$ cat src/rtl/controle_acesso_pkg.sv
// rtl/controle_acesso_pkg.sv - shared FSM encodings, resource constants and helpers
package controle_acesso_pkg;

    // Encodings are shared with the authentication stage; keep values stable.
    typedef enum logic [2:0] {
        ST_IDLE    = 3'd0,
        ST_CHECK   = 3'd1,
        ST_GRANT   = 3'd2,
        ST_DENY    = 3'd3,
        ST_LOCKOUT = 3'd4
    } estado_t;

    localparam logic [2:0] SEL_INVALID = 3'd7;
    localparam int         NUM_RES     = 7;
    localparam int         CNT_W       = 8;

    // One-hot open command for a resource index; the invalid index maps to all-zero.
    function automatic logic [NUM_RES-1:0] sel_onehot(input logic [2:0] sel);
        logic [7:0] oh;
        oh = 8'b1 << sel;
        return oh[NUM_RES-1:0];
    endfunction

    function automatic int max_int(input int a, input int b);
        return (a > b) ? a : b;
    endfunction

endpackage

$ cat src/rtl/controle_acesso_if.sv
// rtl/controle_acesso_if.sv - request/permission/result bundle (audit ports with ACESSO_AUDIT_EN)
interface controle_acesso_if;
    import controle_acesso_pkg::*;

    logic [NUM_RES-1:0] perm;
    logic               req_valid;
    logic [2:0]         req_sel;
    logic               req_ready;
    logic [NUM_RES-1:0] unlock;
    logic               denied;
    logic               locked;

`ifdef ACESSO_AUDIT_EN
    logic [CNT_W-1:0]   grant_cnt;
    logic [CNT_W-1:0]   deny_cnt;

    modport slave (
        input  perm, req_valid, req_sel,
        output req_ready, unlock, denied, locked, grant_cnt, deny_cnt
    );
    modport master (
        output perm, req_valid, req_sel,
        input  req_ready, unlock, denied, locked, grant_cnt, deny_cnt
    );
`else
    modport slave (
        input  perm, req_valid, req_sel,
        output req_ready, unlock, denied, locked
    );
    modport master (
        output perm, req_valid, req_sel,
        input  req_ready, unlock, denied, locked
    );
`endif

endinterface

$ cat src/rtl/controle_acesso_contador_tempo.sv
// rtl/controle_acesso_contador_tempo.sv - loadable down-counter with done flag
module contador_tempo #(
    parameter int W = 5
) (
    input  logic         clk,
    input  logic         rst_n,
    input  logic         load_i,
    input  logic [W-1:0] load_val_i,
    input  logic         en_i,
    output logic         done_o
);

    logic [W-1:0] cnt_q;
    logic [W-1:0] cnt_d;

    // Load takes priority; otherwise count down while enabled, parking at zero.
    always_comb begin
        cnt_d = cnt_q;
        if (load_i) begin
            cnt_d = load_val_i;
        end else if (en_i && (cnt_q != '0)) begin
            cnt_d = cnt_q - W'(1);
        end
    end

    // Counter register.
    always_ff @(posedge clk or negedge rst_n) begin
        if (!rst_n) begin
            cnt_q <= '0;
        end else begin
            cnt_q <= cnt_d;
        end
    end

    // Done on the last counted cycle, so a load of N gives exactly N cycles.
    assign done_o = (cnt_q == W'(1));

endmodule

$ cat src/rtl/controle_acesso.sv
// rtl/controle_acesso.sv - access controller FSM with timed unlock and lockout; audit counters with ACESSO_AUDIT_EN
module controle_acesso
    import controle_acesso_pkg::*;
#(
    parameter int HOLD_CYCLES = 8,
    parameter int MAX_FAILS   = 3,
    parameter int LOCK_CYCLES = 16
) (
    input  logic               clk,
    input  logic               rst_n,
    controle_acesso_if.slave   bus
);

    localparam int TW = $clog2(max_int(HOLD_CYCLES, LOCK_CYCLES) + 1);
    localparam int FW = $clog2(MAX_FAILS + 1);
    localparam logic [TW-1:0] HOLD_LD = TW'(HOLD_CYCLES);
    localparam logic [TW-1:0] LOCK_LD = TW'(LOCK_CYCLES);
    localparam logic [FW-1:0] FAIL_MAX = FW'(MAX_FAILS);

    estado_t            state_q;
    estado_t            state_d;
    logic [2:0]         sel_q;
    logic               ok_q;
    logic [FW-1:0]      fail_q;
    logic [FW-1:0]      fail_d;
    logic               req_ready_q;
    logic               accept;
    logic               tmr_load;
    logic [TW-1:0]      tmr_val;
    logic               tmr_en;
    logic               tmr_done;
    logic [NUM_RES-1:0] unlock;
    logic               denied;
    logic               locked;
    logic [7:0]         perm_ext;

    assign accept   = bus.req_valid && req_ready_q;
    // Index 7 lands on the padded zero, so the invalid selector can never grant.
    assign perm_ext = {1'b0, bus.perm};

    // State register.
    always_ff @(posedge clk or negedge rst_n) begin
        if (!rst_n) begin
            state_q <= ST_IDLE;
        end else begin
            state_q <= state_d;
        end
    end

    // Next-state logic; the deny count compared here is already incremented.
    always_comb begin
        state_d = state_q;
        case (state_q)
            ST_IDLE:    if (accept)   state_d = ST_CHECK;
            ST_CHECK:   state_d = ok_q ? ST_GRANT : ST_DENY;
            ST_GRANT:   if (tmr_done) state_d = ST_IDLE;
            ST_DENY:    state_d = (fail_q == FAIL_MAX) ? ST_LOCKOUT : ST_IDLE;
            ST_LOCKOUT: if (tmr_done) state_d = ST_IDLE;
            default:    state_d = ST_IDLE;
        endcase
    end

    // Moore outputs decoded from the registered state only.
    always_comb begin
        unlock = '0;
        denied = 1'b0;
        locked = 1'b0;
        case (state_q)
            ST_GRANT:   unlock = sel_onehot(sel_q);
            ST_DENY:    denied = 1'b1;
            ST_LOCKOUT: locked = 1'b1;
            default:    ;
        endcase
    end

    // Capture selector and permission bit at accept; later perm changes are ignored.
    always_ff @(posedge clk or negedge rst_n) begin
        if (!rst_n) begin
            sel_q <= SEL_INVALID;
            ok_q  <= 1'b0;
        end else if (accept) begin
            sel_q <= bus.req_sel;
            ok_q  <= (bus.req_sel != SEL_INVALID) && perm_ext[bus.req_sel];
        end
    end

    // Fail counter: cleared on grant and lockout exit, saturating increment on deny.
    always_comb begin
        fail_d = fail_q;
        if (state_q == ST_CHECK) begin
            if (ok_q) begin
                fail_d = '0;
            end else if (fail_q != FAIL_MAX) begin
                fail_d = fail_q + FW'(1);
            end
        end else if ((state_q == ST_LOCKOUT) && tmr_done) begin
            fail_d = '0;
        end
    end

    // Fail counter register.
    always_ff @(posedge clk or negedge rst_n) begin
        if (!rst_n) begin
            fail_q <= '0;
        end else begin
            fail_q <= fail_d;
        end
    end

    // Ready follows the upcoming state so it is high exactly while in IDLE and low in reset.
    always_ff @(posedge clk or negedge rst_n) begin
        if (!rst_n) begin
            req_ready_q <= 1'b0;
        end else begin
            req_ready_q <= (state_d == ST_IDLE);
        end
    end

    assign tmr_load = ((state_q == ST_CHECK) && ok_q) ||
                      ((state_q == ST_DENY) && (fail_q == FAIL_MAX));
    assign tmr_val  = (state_q == ST_CHECK) ? HOLD_LD : LOCK_LD;
    assign tmr_en   = (state_q == ST_GRANT) || (state_q == ST_LOCKOUT);

    contador_tempo #(
        .W (TW)
    ) u_tempo (
        .clk        (clk),
        .rst_n      (rst_n),
        .load_i     (tmr_load),
        .load_val_i (tmr_val),
        .en_i       (tmr_en),
        .done_o     (tmr_done)
    );

    assign bus.req_ready = req_ready_q;
    assign bus.unlock    = unlock;
    assign bus.denied    = denied;
    assign bus.locked    = locked;

`ifdef ACESSO_AUDIT_EN
    logic [CNT_W-1:0] grant_cnt_q;
    logic [CNT_W-1:0] deny_cnt_q;

    // Audit counters bump on GRANT/DENY entry and wrap naturally.
    always_ff @(posedge clk or negedge rst_n) begin
        if (!rst_n) begin
            grant_cnt_q <= '0;
            deny_cnt_q  <= '0;
        end else if (state_q == ST_CHECK) begin
            if (ok_q) begin
                grant_cnt_q <= grant_cnt_q + CNT_W'(1);
            end else begin
                deny_cnt_q  <= deny_cnt_q + CNT_W'(1);
            end
        end
    end

    assign bus.grant_cnt = grant_cnt_q;
    assign bus.deny_cnt  = deny_cnt_q;
`endif

endmodule
$ cat src/flat_wrapper.sv
// flat-port wrapper written by rule: the top's interface ports become plain ports
module controle_acesso_flat import controle_acesso_pkg::*;
#(
    parameter int HOLD_CYCLES = 8,
    parameter int MAX_FAILS   = 3,
    parameter int LOCK_CYCLES = 16
)
  (clk, rst_n, bus_perm, bus_req_valid, bus_req_sel, bus_req_ready, bus_unlock, bus_denied, bus_locked);
  controle_acesso_if bus_i ();
  input  logic clk;
  input  logic rst_n;
  input wire logic [$bits(bus_i.perm)-1:0] bus_perm;
  input wire logic [$bits(bus_i.req_valid)-1:0] bus_req_valid;
  input wire logic [$bits(bus_i.req_sel)-1:0] bus_req_sel;
  output wire logic [$bits(bus_i.req_ready)-1:0] bus_req_ready;
  output wire logic [$bits(bus_i.unlock)-1:0] bus_unlock;
  output wire logic [$bits(bus_i.denied)-1:0] bus_denied;
  output wire logic [$bits(bus_i.locked)-1:0] bus_locked;
  assign bus_i.perm = bus_perm;
  assign bus_i.req_valid = bus_req_valid;
  assign bus_i.req_sel = bus_req_sel;
  assign bus_req_ready = bus_i.req_ready;
  assign bus_unlock = bus_i.unlock;
  assign bus_denied = bus_i.denied;
  assign bus_locked = bus_i.locked;
  controle_acesso #(.HOLD_CYCLES(HOLD_CYCLES), .MAX_FAILS(MAX_FAILS), .LOCK_CYCLES(LOCK_CYCLES)) u_core (.clk(clk), .rst_n(rst_n), .bus(bus_i));
endmodule
$ cat config.mk
export PLATFORM = sky130hd
export DESIGN_NAME = controle_acesso_flat
export DESIGN_NICKNAME = d
export VERILOG_FILES = /design/src/rtl/controle_acesso_pkg.sv /design/src/rtl/controle_acesso_if.sv /design/src/rtl/controle_acesso_contador_tempo.sv /design/src/rtl/controle_acesso.sv /design/src/flat_wrapper.sv
export SDC_FILE = /design/constraint.sdc
export NUM_CORES = 1
export LEC_CHECK = 0
export BUFFER_PORTS_ARGS = -buffer_cell sky130_fd_sc_hd__buf_2
export CAP_MARGIN = 40
export CORE_MARGIN = 3
export CORE_UTILIZATION = 45
export CTS_CLUSTER_DIAMETER = 30
export DETAILED_ROUTE_END_ITERATION = 8
export PLACE_DENSITY = 0.74
export RECOVER_POWER = 50
export SLEW_MARGIN = 20
export SYNTH_ARGS = -nofsm -noshare
export SYNTH_HDL_FRONTEND = slang
export SYNTH_SLANG_ARGS = --single-unit
export TNS_END_PERCENT = 1
$ cat constraint.sdc
create_clock -name clk -period 1.8 [get_ports clk]
set_input_delay 0.27 -clock clk [delete_from_list [all_inputs] [get_ports clk]]
set_output_delay 0.27 -clock clk [all_outputs]
set_load 0.02 [all_outputs]
==> flow_summary_export.csv <==
group,metric,value,unit
cts,clockRootBuffer,"clkbuf_4",
drt,num_vias,776,
synthesis,yosysTopAreaCell,"dfrtp_1",
placement,dp_hpwl,1.53,mm
critical_path,arrival,1.58,ns
sta,rsz0062_at_grt,"true",
run_status,outcome,"finished with violations",
critical_path,slowest_delay,0.54,ns
drt,via_per_inst,5.28,
drt,drt-pass1-iter-count,4,
cells_and_area,layout-drive-gt1-share,0.467,
floorplan,die-width,52.2,um
power_and_ir_drop,switching_share,0.420,
synthesis,ys_seq_area_frac,0.396,
critical_path,worstSetupPathType,"flop to output pin",
cells_and_area,final_core_util,0.622,
drt,wl_met1,822,um
sta,fin_crit,1.85,ns
sta,finalHoldViolCount,0,
drt,post_drt_wl_per_cell,13.4,um
placement,gp_congestion,0.848,
cts,clk_latency,0.28,ns
synthesis,yosys-top-cells-count,"dfrtp_1 (12), nor2_1 (10), nand2_1 (8)",
drt,top_layer,"met4",
flow_run,cap_violations,0,
cells_and_area,fill_cells,157,
drt,drt_iter0_drc,17,
floorplan,dieHeight,52.2,um
global_routing,grt_usage,0.158,
global_routing,grt_pass1_vias,718,
placement,io_buffers,22,
sta,fin_tns_setup,-0.142,ns
power_and_ir_drop,power,1.78,mW
power_and_ir_drop,power.leakage,0.552,nW
cells_and_area,design_area,1230,um^2
sta,setup_ws,-0.0545,ns
global_routing,grt_max_degree,16,
critical_path,cp.required,1.53,ns
floorplan,initial_core_util,0.484,
synthesis,syn-cell-area,958,um^2
power_and_ir_drop,p_clk_frac,0.108,
synthesis,async_flop_share,1.00,
sta,fin_crit_sh,1.03,
sta,fin_skew,0.00721,ns
power_and_ir_drop,pwr-share-comb,0.507,
cells_and_area,multi_input_area,596,um^2
power_and_ir_drop,power.density,1450,nW/um^2
synthesis,ys_warn_count,0,
cells_and_area,diodes,0,
sta,setup_viol,5,
placement,placed_area,1120,um^2
floorplan,core,1980,um^2
power_and_ir_drop,p_int,1.03,mW
placement,place_ws,0.0486,ns
cells_and_area,area_delta_synth_final,28.6,%
synthesis,synth_edf_count,0,
sta,max_slew_margin,0.482,
global_routing,grt_pass1_wl,3.15,mm
sta,drv_slew,0,
sta,clock.fmax,539,MHz
drt,antenna_left,0,
synthesis,synth_top_area_share,0.313,
drt,met2_length,1.03,mm
power_and_ir_drop,vdd_drop_max,0.840,mV
placement,dp_cells,141,
cts,clkSlewWorstSetupHoldPaths,0.09,ns
sta,worstMarginPinSlew,0.777,ns
floorplan,fp-row-count,16,
critical_path,rrSetupSlack,0.08,ns
cells_and_area,instances_no_fill,147,
power_and_ir_drop,p_switching,0.749,mW
cts,cts_tree,"yes",
synthesis,syn_nets,107,
worst_hold_path,hold_path_class,"primary input to flop",
run_status,violations,"setup timing",
cts,cts_sinks,15,
synthesis,synthCells,90,
critical_path,path_cells,"or4b_4, nor3_4, buf_6",
global_routing,grt.overflow.total,0,
synthesis,synth-main-ff-cell,"dfrtp_1",
cts,cts_buffer_depth,2,
cts,cts_buffers,3,
synthesis,synth_most_common_cell,"dfrtp_1",
critical_path,endpoint_kind,"output pin",
floorplan,dieArea,2720,um^2
global_routing,antenna_found_initial,0,
cells_and_area,seq_area,380,um^2
drt,wl,1.98,mm
synthesis,syn_avg_cell_area,10.6,um^2
synthesis,synth-seq-cells,15,
critical_path,critPathSlowestCell,"dfstp_2",
synthesis,synth_area_leaders,"dfrtp_1 (31%), dfstp_2 (8.2%), ha_1 (5.2%)",
drt,drc,0,
cts,cts-htree-levels,1,
drt,met3_length,107,um
sta,holdWs,0.262,ns
floorplan,io_pins,23,
critical_path,worstSetupStartpointType,"flop",
power_and_ir_drop,p_seq_frac,0.385,
synthesis,synth.distinct_cells,37,
cells_and_area,nNetsFinal,138,
critical_path,cp_max_fo,3,
power groups by stage:
stage / Clock (mW) / Combinational [mW] / Sequential [mW]
final: 0.193 / 0.903 / 0.687
after global routing: 0.215 / 0.989 / 0.712
after CTS: 0.199 / 0.871 / 0.672
after detailed placement: 0 / 0.811 / 0.675
after global placement: 0 / 0.779 / 0.659
after floorplan: 0 / 0.617 / 0.642
sequential cells by signal (all words and copies together), names as in the netlist:
| name | count |
|---|---|
| u_core.u_tempo.cnt_q | 5 |
| u_core.sel_q | 3 |
| u_core.state_q | 3 |
| u_core.fail_q | 2 |
| u_core.bus.req_ready | 1 |
| u_core.ok_q | 1 |
cell families (layout without fill, tap and decap cells):
family	Yosys count	in the layout	share of synthesized area
adders and majority gates	4	4	0.0522
DFF	15	15	0.396
muxes	12	12	0.146
xor gates and xnor gates	4	4	0.0366
and+or+nand+nor	39	39	0.256
AOI/OAI and AO/OA	10	10	0.0848
buffers and inverters	6	36	0.0287
worst paths after layout:
kind                            depth (start not counted)                                   to                                 from
worst max-delay path                                    3                        bus_unlock[4]          u_core.sel_q[2]$_DFFE_PN1P_
worst min-delay path                                    2          u_core.sel_q[0]$_DFFE_PN1P_                       bus_req_sel[0]
worst max register to register                          5         u_core.fail_q[1]$_DFFE_PN0P_  u_core.u_tempo.cnt_q[1]$_DFFE_PN0P_
worst min register to register                          1         u_core.fail_q[1]$_DFFE_PN0P_         u_core.fail_q[1]$_DFFE_PN0P_
max in group asynchronous                               2          u_core.state_q[2]$_DFF_PN0_                                rst_n
min in group asynchronous                               2  u_core.u_tempo.cnt_q[3]$_DFFE_PN0P_                                rst_n
area by class of cell:
class                           instances  share of cell area
Multi-Input combinational cell         69               0.483
Sequential cell                        15               0.309
Timing Repair Buffer                   28               0.147
Tap cell                               27              0.0274
Clock buffer                            4              0.0213
Inverter                                4              0.0122
critical path: cells and delay by family (launching register included):
| kind | cells | cell delay [ns] |
|---|---|---|
| buffers and inverters | 1 | 0.14 |
| flip-flops | 1 | 0.54 |
| AND/OR/NAND/NOR | 2 | 0.63 |
placed cells by master, fill, tap and decap left out, drive strengths merged, types with 3 or more instances in the layout:
cell	n
nor4	3
buf	26
nand2	8
mux2i	5
nor2	10
o21ai	3
nand2b	5
dfrtp	12
ha	4
nor3	4
dfstp	3
mux2	6
clkbuf	5
inv	4
xnor2	3
metal layers:
layer / track usage / up-vias
met5: 0 / -
met4: 0.0638 / 0
met3: 0.0287 / 2
met2: 0.274 / 26
met1: 0.193 / 363
li1: - / 385
what timing repair did:
| item | 4_1_cts | 5_1_grt |
|---|---|---|
| hold buffers | 1 | 0 |
| hold endpoints to repair | 12 | 0 |
| setup endpoints to repair | 7 | 9 |
| gates resized for setup | 11 | 8 |
| setup buffers | 1 | 0 |
| pin swaps | 4 | 0 |
Power figures use the tool's default switching activity.
